`src/rtl/psram_access_arbiter_pkg.sv`:
```
// Shared encodings for the PSRAM command-port arbiter: FSM states,
// owner codes and controller command codes.
package psram_access_arbiter_pkg;

  // Arbiter FSM state (kept as plain constants for legacy tools).
  typedef logic [1:0] t_arb_state;

  localparam t_arb_state ST_IDLE     = 2'd0;
  localparam t_arb_state ST_GRANT_WR = 2'd1;
  localparam t_arb_state ST_GRANT_RD = 2'd2;
  localparam t_arb_state ST_RELEASE  = 2'd3;

  // Value driven on the owner port.
  localparam logic [1:0] OWNER_NONE = 2'd0;
  localparam logic [1:0] OWNER_WR   = 2'd1;
  localparam logic [1:0] OWNER_RD   = 2'd2;

  // Controller command direction.
  localparam logic CMD_READ  = 1'b0;
  localparam logic CMD_WRITE = 1'b1;

  // Direction of the command a granted owner issues.
  function automatic logic cmd_for_state(input t_arb_state st);
    logic cmd;
    case (st)
      ST_GRANT_WR: cmd = CMD_WRITE;
      ST_GRANT_RD: cmd = CMD_READ;
      default:     cmd = CMD_READ;
    endcase
    return cmd;
  endfunction

endpackage

```
`src/rtl/psram_access_arbiter_grant_watchdog.sv`:
```
// Grant watchdog: counts cycles while a grant is held and raises a
// sticky error once the count reaches GRANT_TIMEOUT. The grant itself
// is never revoked; the counter simply saturates.
module psram_access_arbiter_grant_watchdog #(
  parameter int GRANT_TIMEOUT = 1024
) (
  input  logic clk,
  input  logic reset,
  input  logic active,
  output logic timeout_err
);

  localparam int CNT_W = $clog2(GRANT_TIMEOUT + 1);
  localparam logic [CNT_W-1:0] CNT_MAX  = CNT_W'(GRANT_TIMEOUT);
  localparam logic [CNT_W-1:0] CNT_LAST = CNT_W'(GRANT_TIMEOUT - 1);

  logic [CNT_W-1:0] count_r;

  // Per-grant cycle counter with saturation and sticky error flag.
  always_ff @(posedge clk) begin
    if (reset) begin
      count_r     <= {CNT_W{1'b0}};
      timeout_err <= 1'b0;
    end else if (!active) begin
      count_r <= {CNT_W{1'b0}};
    end else if (count_r != CNT_MAX) begin
      count_r <= count_r + CNT_W'(1);
      if (count_r == CNT_LAST) begin
        timeout_err <= 1'b1;
      end
    end
  end

endmodule

```
`src/rtl/psram_access_arbiter.sv`:
```
// Two-requester arbiter for the PSRAM controller command port.
// The writer has priority, but after MAX_WR_STREAK consecutive writer
// grants with the reader waiting, the reader is served next. Each grant
// carries exactly one command; a guard phase after every grant keeps a
// new owner off the bus until the controller's burst has finished.
module psram_access_arbiter
  import psram_access_arbiter_pkg::*;
#(
  parameter int ADDR_WIDTH     = 21,
  parameter int MAX_WR_STREAK  = 4,
  parameter int GRANT_TIMEOUT  = 1024,
  parameter int RELEASE_CYCLES = 1
) (
  input  logic                  clk,
  input  logic                  reset,
  input  logic                  wr_rq,
  input  logic                  wr_cmd_en,
  input  logic [ADDR_WIDTH-1:0] wr_addr,
  output logic                  wr_ack,
  input  logic                  rd_rq,
  input  logic                  rd_cmd_en,
  input  logic [ADDR_WIDTH-1:0] rd_addr,
  output logic                  rd_ack,
  output logic                  rd_data_valid,
  input  logic                  ctrl_busy,
  input  logic                  ctrl_data_valid,
  output logic                  ctrl_cmd,
  output logic                  ctrl_cmd_en,
  output logic [ADDR_WIDTH-1:0] ctrl_addr,
  output logic [1:0]            owner,
  output logic                  timeout_err,
  output logic                  protocol_err
);

  localparam int STREAK_W = $clog2(MAX_WR_STREAK + 1);
  localparam logic [STREAK_W-1:0] STREAK_MAX = STREAK_W'(MAX_WR_STREAK);

  // Guard counter counts completed release cycles; RELEASE_CYCLES >= 1.
  localparam int GUARD_W = (RELEASE_CYCLES > 1) ? $clog2(RELEASE_CYCLES) : 1;
  localparam logic [GUARD_W-1:0] GUARD_LAST = GUARD_W'(RELEASE_CYCLES - 1);

  t_arb_state            state_r;
  logic [STREAK_W-1:0]   streak_r;
  logic [GUARD_W-1:0]    guard_r;
  logic                  cmd_taken_r;

  logic                  starve_s;
  logic                  owner_rq_s;
  logic                  owner_cmd_en_s;
  logic                  foreign_cmd_en_s;
  logic [ADDR_WIDTH-1:0] owner_addr_s;
  logic                  grant_active_s;
  logic                  guard_done_s;

  // Select the current owner's handshake and flag commands from anyone else.
  always_comb begin
    owner_rq_s       = 1'b0;
    owner_cmd_en_s   = 1'b0;
    foreign_cmd_en_s = 1'b0;
    owner_addr_s     = {ADDR_WIDTH{1'b0}};
    case (state_r)
      ST_GRANT_WR: begin
        owner_rq_s       = wr_rq;
        owner_cmd_en_s   = wr_cmd_en;
        owner_addr_s     = wr_addr;
        foreign_cmd_en_s = rd_cmd_en;
      end
      ST_GRANT_RD: begin
        owner_rq_s       = rd_rq;
        owner_cmd_en_s   = rd_cmd_en;
        owner_addr_s     = rd_addr;
        foreign_cmd_en_s = wr_cmd_en;
      end
      default: begin
        foreign_cmd_en_s = wr_cmd_en | rd_cmd_en;
      end
    endcase
  end

  // Decode starvation, grant activity and guard completion.
  always_comb begin
    starve_s       = 1'b0;
    grant_active_s = 1'b0;
    guard_done_s   = 1'b0;
    if (streak_r == STREAK_MAX) begin
      starve_s = 1'b1;
    end else begin
      starve_s = 1'b0;
    end
    if ((state_r == ST_GRANT_WR) || (state_r == ST_GRANT_RD)) begin
      grant_active_s = 1'b1;
    end else begin
      grant_active_s = 1'b0;
    end
    if (guard_r == GUARD_LAST) begin
      guard_done_s = 1'b1;
    end else begin
      guard_done_s = 1'b0;
    end
  end

  // Arbitration FSM with registered ack/owner/command outputs.
  always_ff @(posedge clk) begin
    if (reset) begin
      state_r      <= ST_IDLE;
      streak_r     <= {STREAK_W{1'b0}};
      guard_r      <= {GUARD_W{1'b0}};
      cmd_taken_r  <= 1'b0;
      wr_ack       <= 1'b0;
      rd_ack       <= 1'b0;
      owner        <= OWNER_NONE;
      ctrl_cmd_en  <= 1'b0;
      ctrl_cmd     <= CMD_READ;
      ctrl_addr    <= {ADDR_WIDTH{1'b0}};
      protocol_err <= 1'b0;
    end else begin
      ctrl_cmd_en <= 1'b0;
      if (foreign_cmd_en_s) begin
        protocol_err <= 1'b1;
      end
      case (state_r)
        ST_IDLE: begin
          cmd_taken_r <= 1'b0;
          guard_r     <= {GUARD_W{1'b0}};
          if (wr_rq && !(rd_rq && starve_s)) begin
            state_r <= ST_GRANT_WR;
            wr_ack  <= 1'b1;
            owner   <= OWNER_WR;
            // Only writer grants that make the reader wait extend the streak.
            if (rd_rq) begin
              streak_r <= streak_r + STREAK_W'(1);
            end else begin
              streak_r <= {STREAK_W{1'b0}};
            end
          end else if (rd_rq) begin
            state_r  <= ST_GRANT_RD;
            rd_ack   <= 1'b1;
            owner    <= OWNER_RD;
            streak_r <= {STREAK_W{1'b0}};
          end else begin
            streak_r <= {STREAK_W{1'b0}};
          end
        end
        ST_GRANT_WR, ST_GRANT_RD: begin
          if (owner_cmd_en_s) begin
            if (cmd_taken_r) begin
              protocol_err <= 1'b1;
            end else begin
              ctrl_cmd_en <= 1'b1;
              ctrl_addr   <= owner_addr_s;
              ctrl_cmd    <= cmd_for_state(state_r);
              cmd_taken_r <= 1'b1;
            end
          end
          // A command issued together with the rq drop is still forwarded above.
          if (!owner_rq_s) begin
            state_r <= ST_RELEASE;
            wr_ack  <= 1'b0;
            rd_ack  <= 1'b0;
            owner   <= OWNER_NONE;
            guard_r <= {GUARD_W{1'b0}};
          end
        end
        ST_RELEASE: begin
          if (!guard_done_s) begin
            guard_r <= guard_r + GUARD_W'(1);
          end
          if (guard_done_s && !ctrl_busy) begin
            state_r <= ST_IDLE;
          end
        end
        default: begin
          state_r <= ST_IDLE;
          wr_ack  <= 1'b0;
          rd_ack  <= 1'b0;
          owner   <= OWNER_NONE;
        end
      endcase
    end
  end

  // Read data only reaches the reader while it owns the bus.
  assign rd_data_valid = ctrl_data_valid & (owner == OWNER_RD);

  psram_access_arbiter_grant_watchdog #(
    .GRANT_TIMEOUT(GRANT_TIMEOUT)
  ) u_watchdog (
    .clk        (clk),
    .reset      (reset),
    .active     (grant_active_s),
    .timeout_err(timeout_err)
  );

endmodule

```
`config.mk`:
```
export PLATFORM = sky130hd
export DESIGN_NAME = psram_access_arbiter
export DESIGN_NICKNAME = d
export VERILOG_FILES = /design/src/rtl/psram_access_arbiter_pkg.sv /design/src/rtl/psram_access_arbiter_grant_watchdog.sv /design/src/rtl/psram_access_arbiter.sv
export SDC_FILE = /design/constraint.sdc
export NUM_CORES = 1
export LEC_CHECK = 0
export CAP_MARGIN = 20
export CORE_MARGIN = 2
export CORE_UTILIZATION = 45
export DETAILED_ROUTE_END_ITERATION = 10
export GPL_TIMING_DRIVEN = 0
export HOLD_SLACK_MARGIN = 0.03
export PLACE_DENSITY = 0.83
export SKIP_CTS_REPAIR_TIMING = 1
export SLEW_MARGIN = 20
export SYNTH_ARGS = -nofsm -noshare
export SYNTH_HDL_FRONTEND = slang
export SYNTH_HIERARCHICAL = 1
export SYNTH_SLANG_ARGS = --single-unit
```
`constraint.sdc`:
```
create_clock -name clk -period 3.1 [get_ports clk]
set_input_delay 0.465 -clock clk [delete_from_list [all_inputs] [get_ports clk]]
set_output_delay 0.465 -clock clk [all_outputs]
set_load 0.005 [all_outputs]
```
==> summary.txt, run 1 <==
Timing
  – Total Negative Setup Slacks: 0 ns
  – Final count of pins violating max slew: 0
  – Final period demand of the worst path: 2.01 ns
  – Max frequency: 497 MHz
  – Unrepaired setup endpoints after global routing: no
  – Portion of the clock cycle consumed by the worst path in the final layout: 64.8%
  – Pin slew with the least headroom to its limit: 0.502 ns
  – Worst hold-check slack: 0.476 ns
  – Number of endpoints with negative hold slack in the final report: 0
  – Max_slew headroom: 66.5%
  – Largest clock skew in the final design: 0.00736 ns
  – Final Setup Violations: 0

Pwr
  – Switching share of total power: 38.7%
  – Power density cells: 732 nW/um^2
  – Clk network pwr share: 17.8%
  – Total net switching power: 951 uW
  – Register share of total power: 31.5%
  – Internal power contribution: 1510 uW
  – Worst supply voltage drop on vdd: 0.432 mV
  – Gate power share: 50.7%
  – Standby leakage power: 0.00114 uW

Synthesis
  – Portion of the post-synthesis area used by sequential elements: 38.5%
  – Synthesized area per cell: 9.17 sq um
  – Post-synth EDFFs: 0
  – Mapped cell area: 2390 sq um
  – Number of standard cells after synthesis: 261
  – Async S/R FF share, synth: 0%
  – Warning count from the yosys run: 6
  – Net count after synthesis: 319
  – Synthesized flop and latch total: 46
  – Post-synthesis cell type count: 49
  – Most instantiated flip-flop cell in the synthesis netlist: sky130_fd_sc_hd__dfxtp_1

Die
  – Vertical die dimension: 76.9 um
  – Site row count: 26
  – Effective utilization at floorplan: 46.8%
  – Floorplan core area: 5110 sq um
  – Area enclosed by the die boundary: 5920 sq um
  – Die boundary width: 76.9 um
  – I/O pin count: 80

Setup path
  – Slowest cell on the critical path: sky130_fd_sc_hd__clkdlybuf4s50_1
  – Register-to-Register Path Depth: 7
  – Crit end category: primary output
  – CP Max Fanout: 1
  – Number of buffer and inverter instances along the worst setup path: 2
  – Data arrival, critical path: 1.55 ns
  – Required time at the worst-slack endpoint: 2.63 ns
  – Category of the critical setup timing path: primary input to primary output
  – Worst setup SP type: primary input
  – Logic depth of the worst path, buffers included: 3
  – Sequence of cells on the critical path: clkdlybuf4s50_1, and3b_1, clkdlybuf4s50_1
  – Max incr delay on CP: 0.50 ns
  – Most used cell along the critical path: sky130_fd_sc_hd__clkdlybuf4s50_1
  – Crit path max-delay family: buffers and inverters

Global route
  – Initial antenna violation count: 0
  – Pin count of the biggest net entering global routing: 14
  – Vias in the first global route: 2327
  – Total congestion overflow after global routing: 0
  – Overall fraction of global-route tracks in use: 22.1%
  – First-pass GRT wire length: 10700 um

CTS
  – Clock network latency to the later pin of the worst-skew pair: 0.30 ns
  – Clk pin slew, worst setup/hold paths: 0.08 ns
  – H-tree levels: 2
  – Clock tree sinks: 46
  – TritonCTS clock tree: yes
  – Buffer type at the clock tree root: sky130_fd_sc_hd__clkbuf_8
  – Max Buffers Root-to-Sink: 2
  – Num CTS Buffers: 5

Run status
  – Outcome: finished clean

Hold path
  – Hold path depth: 2
  – Type of the tightest min-delay check: flop to flop

Detailed routing
  – # DRC: 0
  – Violation count after the first detailed-route iteration: 120
  – Post-Route WL: 6390 um
  – Via count: 2405
  – Number of nets with antenna violations after detailed routing: 0
  – Via-per-instance ratio: 5.78
  – Initial DRT Pass Iterations: 4
  – Mean routed wirelength per cell: 15.4 um

Cells and area
  – Fraction of final layout cells with drive strength greater than 1: 9.54%
  – Antenna diode count: 0
  – Non-filler instance count after layout: 416
  – Post-layout instance area: 3360 sq um
  – # nets final: 403
  – Core utilization of the finished layout: 65.7%
  – Post-synthesis to final-layout area growth: 40.3%

Flow run
  – Maximum Capacitance Violations: 0

Placed design
  – Placed Instances: 408
  – Quantity of I/O buffers inserted on ports: 77
  – HPWL after detailed placement: 4760 um
  – Placed standard-cell area: 3250 sq um
  – Placer congestion estimate: 0.812
[through the flow]
stage | power [uW] | setup slack (ns)
detailed placement | 2010 | 1.08
finish | 2460 | 1.09
global route | 2630 | 0.954
CTS | 2460 | 1.09
global placement | 1990 | 1.09
floorplan | 1570 | 1.50
[synth_stat cells (3+ instances only)]
master / instances / share of area (%)
sky130_fd_sc_hd__nor2_1: 5 / 0.78
sky130_fd_sc_hd__buf_4: 3 / 0.94
sky130_fd_sc_hd__nor2b_1: 6 / 1.6
sky130_fd_sc_hd__nand2b_1: 5 / 1.3
sky130_fd_sc_hd__o31ai_1: 3 / 0.94
sky130_fd_sc_hd__o21ai_0: 7 / 1.5
sky130_fd_sc_hd__nand2_1: 9 / 1.4
sky130_fd_sc_hd__buf_2: 9 / 1.9
sky130_fd_sc_hd__a211oi_1: 22 / 6.9
sky130_fd_sc_hd__dfxtp_1: 46 / 38
sky130_fd_sc_hd__inv_1: 12 / 1.9
sky130_fd_sc_hd__nand4_1: 8 / 2.1
sky130_fd_sc_hd__o32ai_1: 4 / 1.5
sky130_fd_sc_hd__nand3_1: 9 / 1.9
sky130_fd_sc_hd__a22oi_1: 22 / 6.9
sky130_fd_sc_hd__clkbuf_1: 9 / 1.4
sky130_fd_sc_hd__ha_1: 8 / 4.2
sky130_fd_sc_hd__a31oi_1: 27 / 7.1
sky130_fd_sc_hd__a21oi_1: 11 / 2.3
[routing by layer]
metal  vias up  part of all wire (%)  global-route usage [%]
met5         -                     0                       0
met4         0                  0.83                    4.91
met3         7                   6.8                    7.53
met2        70                    50                    38.3
met1      1154                    42                    26.3
li1       1174                     -                       -
[logic make-up after synthesis]
| kind of cell | synth area share, % |
|---|---|
| flip-flops | 38.5 |
| AO/OA/AOI/OAI | 32.3 |
| multiplexers | 0.837 |
| XOR/XNOR | 1.10 |
| adder cells (fa/ha/maj) | 4.18 |
| AND/OR/NAND/NOR | 16.1 |
| buffers and inverters | 7.06 |
[state kept, by name, indices dropped and copies added, names as in the netlist]
name	count
ctrl_addr	21
u_watchdog/timeout_err	1
streak_r	3
ctrl_cmd_en	1
owner	2
u_watchdog/count_r	11
protocol_err	1
ctrl_cmd	1
state_r	2
cmd_taken_r	1
rd_ack	1
wr_ack	1
[power groups by stage]
stage	clock, uW	combinational (uW)	sequential, uW
detailed placement	0	1220	786
CTS	443	1240	775
global placement	0	1210	783
floorplan	0	790	781
global route	468	1370	788
finish	436	1250	775
[cells in the final DEF, fill, tap and decap left out, types with 3 or more instances in the layout]
master / synthesis / layout
sky130_fd_sc_hd__a22oi_1: 22 / 22
sky130_fd_sc_hd__buf_2: 9 / 9
sky130_fd_sc_hd__nand3_1: 9 / 9
sky130_fd_sc_hd__a21oi_1: 11 / 11
sky130_fd_sc_hd__ha_1: 8 / 8
sky130_fd_sc_hd__nand2b_1: 5 / 5
sky130_fd_sc_hd__nand4_1: 8 / 8
sky130_fd_sc_hd__clkdlybuf4s50_1: 0 / 77
sky130_fd_sc_hd__clkbuf_1: 9 / 11
sky130_fd_sc_hd__buf_4: 3 / 3
sky130_fd_sc_hd__o31ai_1: 3 / 3
sky130_fd_sc_hd__nor2_1: 5 / 5
sky130_fd_sc_hd__a211oi_1: 22 / 22
sky130_fd_sc_hd__o21ai_0: 7 / 7
sky130_fd_sc_hd__dfxtp_1: 46 / 46
sky130_fd_sc_hd__a31oi_1: 27 / 27
sky130_fd_sc_hd__o32ai_1: 4 / 4
sky130_fd_sc_hd__inv_1: 12 / 12
sky130_fd_sc_hd__nand2_1: 9 / 9
sky130_fd_sc_hd__nor2b_1: 6 / 6
sky130_fd_sc_hd__clkbuf_8: 0 / 5
[cell type report]
cell class,instances,area (sq um)
multi-input combinational,180,1300
buffer,23,124
sequential,46,921
inverter,12,45.0
timing repair buffer,77,771
fill,426,1750
clock inverter,1,30.0
tap,70,87.6
clock buffer,7,76.3
[final timing paths]
kind | from | endpoint | slack, ns
worst max register to register | state_r[1]$_SDFFE_PP0P_ | ctrl_addr[6]$_SDFFE_PP0P_ | 1.14
worst min-delay path | u_watchdog/timeout_err$_SDFFE_PP0P_ | u_watchdog/timeout_err$_SDFFE_PP0P_ | 0.48
worst max-delay path | ctrl_data_valid | rd_data_valid | 1.09
worst min register to register | u_watchdog/timeout_err$_SDFFE_PP0P_ | u_watchdog/timeout_err$_SDFFE_PP0P_ | 0.48
[worst register-to-register path: stages, from the launching register on]
cell and delay [ns]:
sky130_fd_sc_hd__dfxtp_1 0.37, sky130_fd_sc_hd__inv_1 0.09, sky130_fd_sc_hd__ha_1 0.35, sky130_fd_sc_hd__buf_2 0.24, sky130_fd_sc_hd__inv_1 0.17, sky130_fd_sc_hd__nor3_2 0.23, sky130_fd_sc_hd__buf_2 0.27, sky130_fd_sc_hd__a211oi_1 0.11
Note: power is estimated with default switching activity, not from simulation.
==> run 2: changes to the inputs <==
- clock period: 3.1 -> 2.1 ns (I/O delays scaled with it)
==> summary.txt, run 2 (synthesis gave the netlist of run 1 again) <==
Pwr
  – Clk network pwr share: 17.7% (about the same)
  – Overall power: 3640 uW (+48%)
  – Gate power share: 50.9% (+0.2 points)
  – Power density cells: 1080 nW/um^2 (+48%)
  – Standby leakage power: 0.00114 uW (about the same)
  – Switching share of total power: 38.6% (-0.10 points)
  – Worst supply voltage drop on vdd: 0.638 mV (+48%)
  – Register share of total power: 31.4% (about the same)
  – Internal power contribution: 2240 uW (+48%)
  – Total net switching power: 1410 uW (+48%)

Timing
  – Final Setup Violations: 0 (unchanged)
  – Max_slew headroom: 67.0% (+0.52 points)
  – Portion of the clock cycle consumed by the worst path in the final layout: 90.4%
  – Final period demand of the worst path: 1.90 ns
  – Final count of pins violating max slew: 0 (unchanged)
  – Pin slew with the least headroom to its limit: 0.495 ns (-0.00779 ns)
  – Largest clock skew in the final design: 0.00705 ns (-0.000315 ns)
  – Max frequency: 527 MHz
  – Unrepaired setup endpoints after global routing: no
  – Number of endpoints with negative hold slack in the final report: 0 (unchanged)
  – Total Negative Setup Slacks: 0 ns (unchanged)

Global route
  – Vias in the first global route: 2327 (unchanged)
  – Global Route met1 Usage: 26.3% (unchanged)
  – Overall fraction of global-route tracks in use: 22.1% (unchanged)
  – Met3 GRT Util: 7.53% (unchanged)
  – Gr busiest metal: met2
  – First-pass GRT wire length: 10700 um (unchanged)
  – GR Util met2: 38.3% (unchanged)
  – Initial antenna violation count: 0 (unchanged)
  – Pin count of the biggest net entering global routing: 14 (unchanged)
  – Total congestion overflow after global routing: 0 (unchanged)

Cells and area
  – FF+latch area: 921 sq um (unchanged)
  – Register ranked first by flip-flop count: ctrl_addr
  – Number of fill cells: 423 (-0.70%)
  – Flip-flop count of the largest register after layout: 21 (unchanged)
  – Core utilization of the finished layout: 65.9% (+0.15 points)
  – Non-filler instance count after layout: 416 (unchanged)
  – Commonest cells after routing, fill and taps aside: sky130_fd_sc_hd__clkdlybuf4s50_1, sky130_fd_sc_hd__dfxtp_1, sky130_fd_sc_hd__a31oi_1
  – Fraction of final layout cells with drive strength greater than 1: 9.54% (unchanged)
  – Most frequent standard cell in the layout excluding fill and tap cells: sky130_fd_sc_hd__clkdlybuf4s50_1
  – Antenna diode count: 0 (unchanged)
  – Area occupied by multi-input gates: 1300 sq um (unchanged)
  – # nets final: 403 (unchanged)
  – Post-synthesis to final-layout area growth: 40.6%
  – Top Registers: ctrl_addr (21), u_watchdog/count_r (11), streak_r (3)

Die
  – I/O pin count: 80 (unchanged)
  – Area enclosed by the die boundary: 5920 sq um (unchanged)
  – Effective utilization at floorplan: 46.8% (unchanged)
  – Floorplan core area: 5110 sq um (unchanged)
  – Site row count: 26 (unchanged)
  – Vertical die dimension: 76.9 um (unchanged)
  – Die boundary width: 76.9 um (unchanged)

Placed design
  – Quantity of I/O buffers inserted on ports: 77 (unchanged)
  – Placer congestion estimate: 0.812 (unchanged)
  – HPWL after detailed placement: 4760 um (unchanged)
  – Placed Instances: 408 (unchanged)

Setup path
  – Data arrival, critical path: 2.07 ns (+0.52 ns)
  – Worst setup SP type: flop
  – Required time at the worst-slack endpoint: 2.27 ns (-0.36 ns)
  – Internal reg-to-reg setup slack: 0.20 ns (-0.94 ns)
  – Crit end category: flop
  – Category of the critical setup timing path: flop to flop
  – Register-to-Register Path Depth: 7 (unchanged)
  – CP Max Fanout: 10 (+9)

CTS
  – TritonCTS clock tree: yes
  – Clk pin slew, worst setup/hold paths: 0.08 ns (about the same)
  – Num CTS Buffers: 5 (unchanged)
  – Clock tree sinks: 46 (unchanged)
  – H-tree levels: 2 (unchanged)
  – Max Buffers Root-to-Sink: 2 (unchanged)
  – Buffer type at the clock tree root: sky130_fd_sc_hd__clkbuf_8
  – Clock network latency to the later pin of the worst-skew pair: 0.30 ns (about the same)

Detailed routing
  – Via-per-instance ratio: 5.79 (+0.21%)
  – Number of nets with antenna violations after detailed routing: 0 (unchanged)
  – Post-Route WL: 6390 um (about the same)
  – Via count: 2410 (+0.21%)
  – Initial DRT Pass Iterations: 4 (unchanged)
  – Violation count after the first detailed-route iteration: 116 (-3.3%)
  – # DRC: 0 (unchanged)
  – Mean routed wirelength per cell: 15.4 um (about the same)

Run status
  – Outcome: finished clean

Flow run
  – Maximum Capacitance Violations: 0 (unchanged)

Hold path
  – Type of the tightest min-delay check: primary input to flop
  – Hold path depth: 3 (+1)
run 2: cell types whose count changed in the layout (fill, tap and decap cells not counted), sizes merged:
cell / delta
buf: -3
clkbuf: +3
run 2: area by class of cell:
| cell class | count | area share (%) |
|---|---|---|
| Buffer | 23 | 3.90 |
| Clock buffer | 7 | 2.27 |
| Clock inverter | 1 | 0.893 |
| Inverter | 12 | 1.34 |
| Multi-Input combinational cell | 180 | 38.7 |
| Sequential cell | 46 | 27.4 |
| Tap cell | 70 | 2.60 |
| Timing Repair Buffer | 77 | 22.9 |
run 2: critical path: stages, from the launching register on:
cell and delay [ns]:
sky130_fd_sc_hd__dfxtp_1 0.37, sky130_fd_sc_hd__inv_1 0.09, sky130_fd_sc_hd__ha_1 0.35, sky130_fd_sc_hd__clkbuf_4 0.23, sky130_fd_sc_hd__inv_1 0.14, sky130_fd_sc_hd__nor3_2 0.24, sky130_fd_sc_hd__clkbuf_4 0.25, sky130_fd_sc_hd__a211oi_1 0.09
run 2: stage by stage:
stage                     cell area (sq um)  setup WS (ns)  hold slack (ns)
final                                  3360          0.201            0.350
after global routing                   3360         0.0248            0.364
after CTS                              3360          0.165            0.339
after detailed placement               3250          0.186            0.457
after floorplan                        2390          0.495            0.450
after global placement                 3250          0.209            0.441
run 2: power by group through the flow:
stage	clock (uW)	combinational, uW	sequential (uW)
after floorplan	0	1170	1150
after global placement	0	1790	1160
after detailed placement	0	1810	1160
after CTS	654	1830	1140
after global routing	690	2040	1160
final	644	1850	1140
run 2: worst paths after layout:
check / start / endpoint
worst max register to register: state_r[1]$_SDFFE_PP0P_ / ctrl_addr[6]$_SDFFE_PP0P_
worst max-delay path: state_r[1]$_SDFFE_PP0P_ / ctrl_addr[6]$_SDFFE_PP0P_
worst min-delay path: rd_rq / rd_ack$_SDFFE_PP0P_
worst min register to register: u_watchdog/timeout_err$_SDFFE_PP0P_ / u_watchdog/timeout_err$_SDFFE_PP0P_
run 2: layer usage:
layer | vias up | routed length, um
li1 | 1173 | -
met1 | 1157 | 2680
met2 | 74 | 3210
met3 | 6 | 450
met4 | 0 | 43
met5 | - | 0
==> run 3: changes to the inputs <==
- REMOVE_ABC_BUFFERS: unset -> 1
==> summary.txt, run 3 (synthesis gave the netlist of run 1 again) <==
Timing
  – Pin slew with the least headroom to its limit: 0.734 ns (+0.240 ns)
  – Portion of the clock cycle consumed by the worst path in the final layout: 92.4% (+2.0 points)
  – Max_slew headroom: 51.0% (-16 points)
  – Final Setup Violations: 0 (unchanged)
  – Final count of pins violating max slew: 0 (unchanged)
  – Unrepaired setup endpoints after global routing: no
  – Max frequency: 515 MHz (-2.2%)
  – Largest clock skew in the final design: 0.00163 ns (-0.00542 ns)
  – Number of endpoints with negative hold slack in the final report: 0 (unchanged)
  – Final period demand of the worst path: 1.94 ns (+0.0424 ns)

Setup path
  – Required time at the worst-slack endpoint: 2.30 ns (+0.03 ns)
  – Number of buffer and inverter instances along the worst setup path: 2 (-2)
  – CP Max Fanout: 17 (+7)
  – Slowest cell on the critical path: sky130_fd_sc_hd__ha_4
  – Crit path max-delay family: compound AO/OA/AOI/OAI gates
  – Start point of the critical path: state_r[1]$_SDFFE_PP0P_
  – Worst setup SP type: flop
  – Max incr delay on CP: 0.44 ns (+0.07 ns)
  – Most used cell along the critical path: sky130_fd_sc_hd__inv_1
  – Internal reg-to-reg setup slack: 0.16 ns (-0.04 ns)
  – Category of the critical setup timing path: flop to flop
  – Data arrival, critical path: 2.14 ns (+0.07 ns)
  – Sequence of cells on the critical path: inv_1, ha_4, inv_1, o21ba_1, o32ai_1
  – Beginning of the worst register-to-register path: state_r[1]$_SDFFE_PP0P_
  – Crit end category: flop

Hold path
  – Type of the tightest min-delay check: flop to flop
  – Hold_sp: u_watchdog/timeout_err$_SDFFE_PP0P_

Detailed routing
  – Via count: 2382 (-1.2%)
  – Number of nets with antenna violations after detailed routing: 0 (unchanged)
  – Mean routed wirelength per cell: 17.2 um (+12%)
  – Via-per-instance ratio: 5.96 (+2.8%)
  – # DRC: 0 (unchanged)
  – Violation count after the first detailed-route iteration: 175 (+51%)
  – Initial DRT Pass Iterations: 4 (unchanged)
  – Post-Route WL: 6870 um (+7.4%)

Cells and area
  – Antenna diode count: 0 (unchanged)
  – Non-filler instance count after layout: 400 (-3.8%)
  – Register ranked first by flip-flop count: ctrl_addr
  – Commonest cells after routing, fill and taps aside: sky130_fd_sc_hd__clkdlybuf4s50_1, sky130_fd_sc_hd__dfxtp_1, sky130_fd_sc_hd__a31oi_1
  – Top Registers: ctrl_addr (21), u_watchdog/count_r (11), streak_r (3)
  – Most frequent standard cell in the layout excluding fill and tap cells: sky130_fd_sc_hd__clkdlybuf4s50_1
  – Fraction of final layout cells with drive strength greater than 1: 8.79% (-0.75 points)
  – Post-synthesis to final-layout area growth: 39.9%
  – # nets final: 387 (-4.0%)
  – Flip-flop count of the largest register after layout: 21 (unchanged)
  – Post-layout instance area: 3350 sq um (-0.52%)

Pwr
  – Worst supply voltage drop on vdd: 1.42 mV (+120%)
  – Standby leakage power: 0.00110 uW (-3.8%)
  – Power density cells: 1110 nW/um^2 (+2.5%)

Global route
  – Overall fraction of global-route tracks in use: 21.6% (-0.48 points)
  – Pin count of the biggest net entering global routing: 42 (+28)
  – Total congestion overflow after global routing: 0 (unchanged)
  – Initial antenna violation count: 0 (unchanged)
  – Vias in the first global route: 2222 (-4.5%)
  – First-pass GRT wire length: 10500 um (-1.9%)

Die
  – Vertical die dimension: 76.9 um (unchanged)
  – Floorplan core area: 5110 sq um (unchanged)
  – I/O pin count: 80 (unchanged)
  – Site row count: 26 (unchanged)
  – Effective utilization at floorplan: 46.8% (unchanged)
  – Area enclosed by the die boundary: 5920 sq um (unchanged)
  – Die boundary width: 76.9 um (unchanged)

CTS
  – H-tree levels: 2 (unchanged)
  – TritonCTS clock tree: yes
  – Buffer type at the clock tree root: sky130_fd_sc_hd__clkbuf_8
  – Num CTS Buffers: 5 (unchanged)
  – Clk pin slew, worst setup/hold paths: 0.08 ns (about the same)
  – Max Buffers Root-to-Sink: 2 (unchanged)
  – Clock tree sinks: 46 (unchanged)
  – Clock network latency to the later pin of the worst-skew pair: 0.30 ns (about the same)

Placed design
  – HPWL after detailed placement: 4470 um (-6.2%)
  – Placer congestion estimate: 0.842 (+3.8%)
  – Quantity of I/O buffers inserted on ports: 79 (+2.6%)
  – Placed standard-cell area: 3150 sq um (-3.2%)
  – Placed Instances: 387 (-5.1%)

Run status
  – Outcome: finished clean

Flow run
  – Maximum Capacitance Violations: 0 (unchanged)
[run 3: cell types whose count changed in the layout (fill, tap and decap cells not counted), moves of 2 or more]
| cell | change |
|---|---|
| sky130_fd_sc_hd__clkbuf_4 | -3 |
| sky130_fd_sc_hd__nor3_4 | +2 |
| sky130_fd_sc_hd__clkbuf_1 | -10 |
| sky130_fd_sc_hd__ha_1 | -3 |
| sky130_fd_sc_hd__ha_4 | +3 |
| sky130_fd_sc_hd__buf_2 | -5 |
[run 3: path summary, 6_finish.rpt]
kind                                              end  cells past startpoint
setup / recovery              state_r[1]$_SDFFE_PP0P_                      5
hold / removal    u_watchdog/timeout_err$_SDFFE_PP0P_                      2
setup reg to reg              state_r[1]$_SDFFE_PP0P_                      5
hold reg to reg   u_watchdog/timeout_err$_SDFFE_PP0P_                      2
[run 3: metal layers]
| metal | GRT usage [%] | wire length, um | up-vias |
|---|---|---|---|
| met1 | 26.9 | 2840 | 1147 |
| met4 | 7.27 | 93 | 0 |
| met5 | 0 | 0 | - |
| met3 | 4.24 | 390 | 9 |
| li1 | - | - | 1151 |
| met2 | 37.3 | 3550 | 75 |
[run 3: worst register-to-register path: cells and delay by family (launching register included)]
kind | cells | cell delay, ns
adder cells (fa/ha/maj) | 1 | 0.45
flip-flops | 1 | 0.41
buffers and inverters | 2 | 0.40
AO/OA/AOI/OAI | 2 | 0.58
[run 3: final cells by class]
type / instances / area (sq um)
clock buffer: 7 / 86.3
tap: 70 / 87.6
multi-input combinational: 181 / 1370
sequential: 46 / 921
timing repair buffer: 83 / 832
inverter: 12 / 45.0
fill: 426 / 1760
clock inverter: 1 / 5.00
[run 3: power breakdown]
group          total, uW  internal, uW  switching [uW]  leakage, uW
sequential          1150          1030             119     0.000373
combinational       1990           900            1090     0.000678
clock                568           266             302    0.0000482
total               3710          2200            1510      0.00110
[run 3: through the flow]
step	setup TNS (ns)	power, uW	util (%)	setup WS, ns	hold WS (ns)
global placement	-29.55	2820	61.6	-1.12	0.446
finish	0	3710	65.5	0.159	0.466
floorplan	-5.98	2190	-	-0.285	0.384
global route	0	3940	65.5	0.0562	0.522
CTS	-19.50	3440	63.4	-0.818	0.469
detailed placement	-19.60	2880	61.6	-0.826	0.445
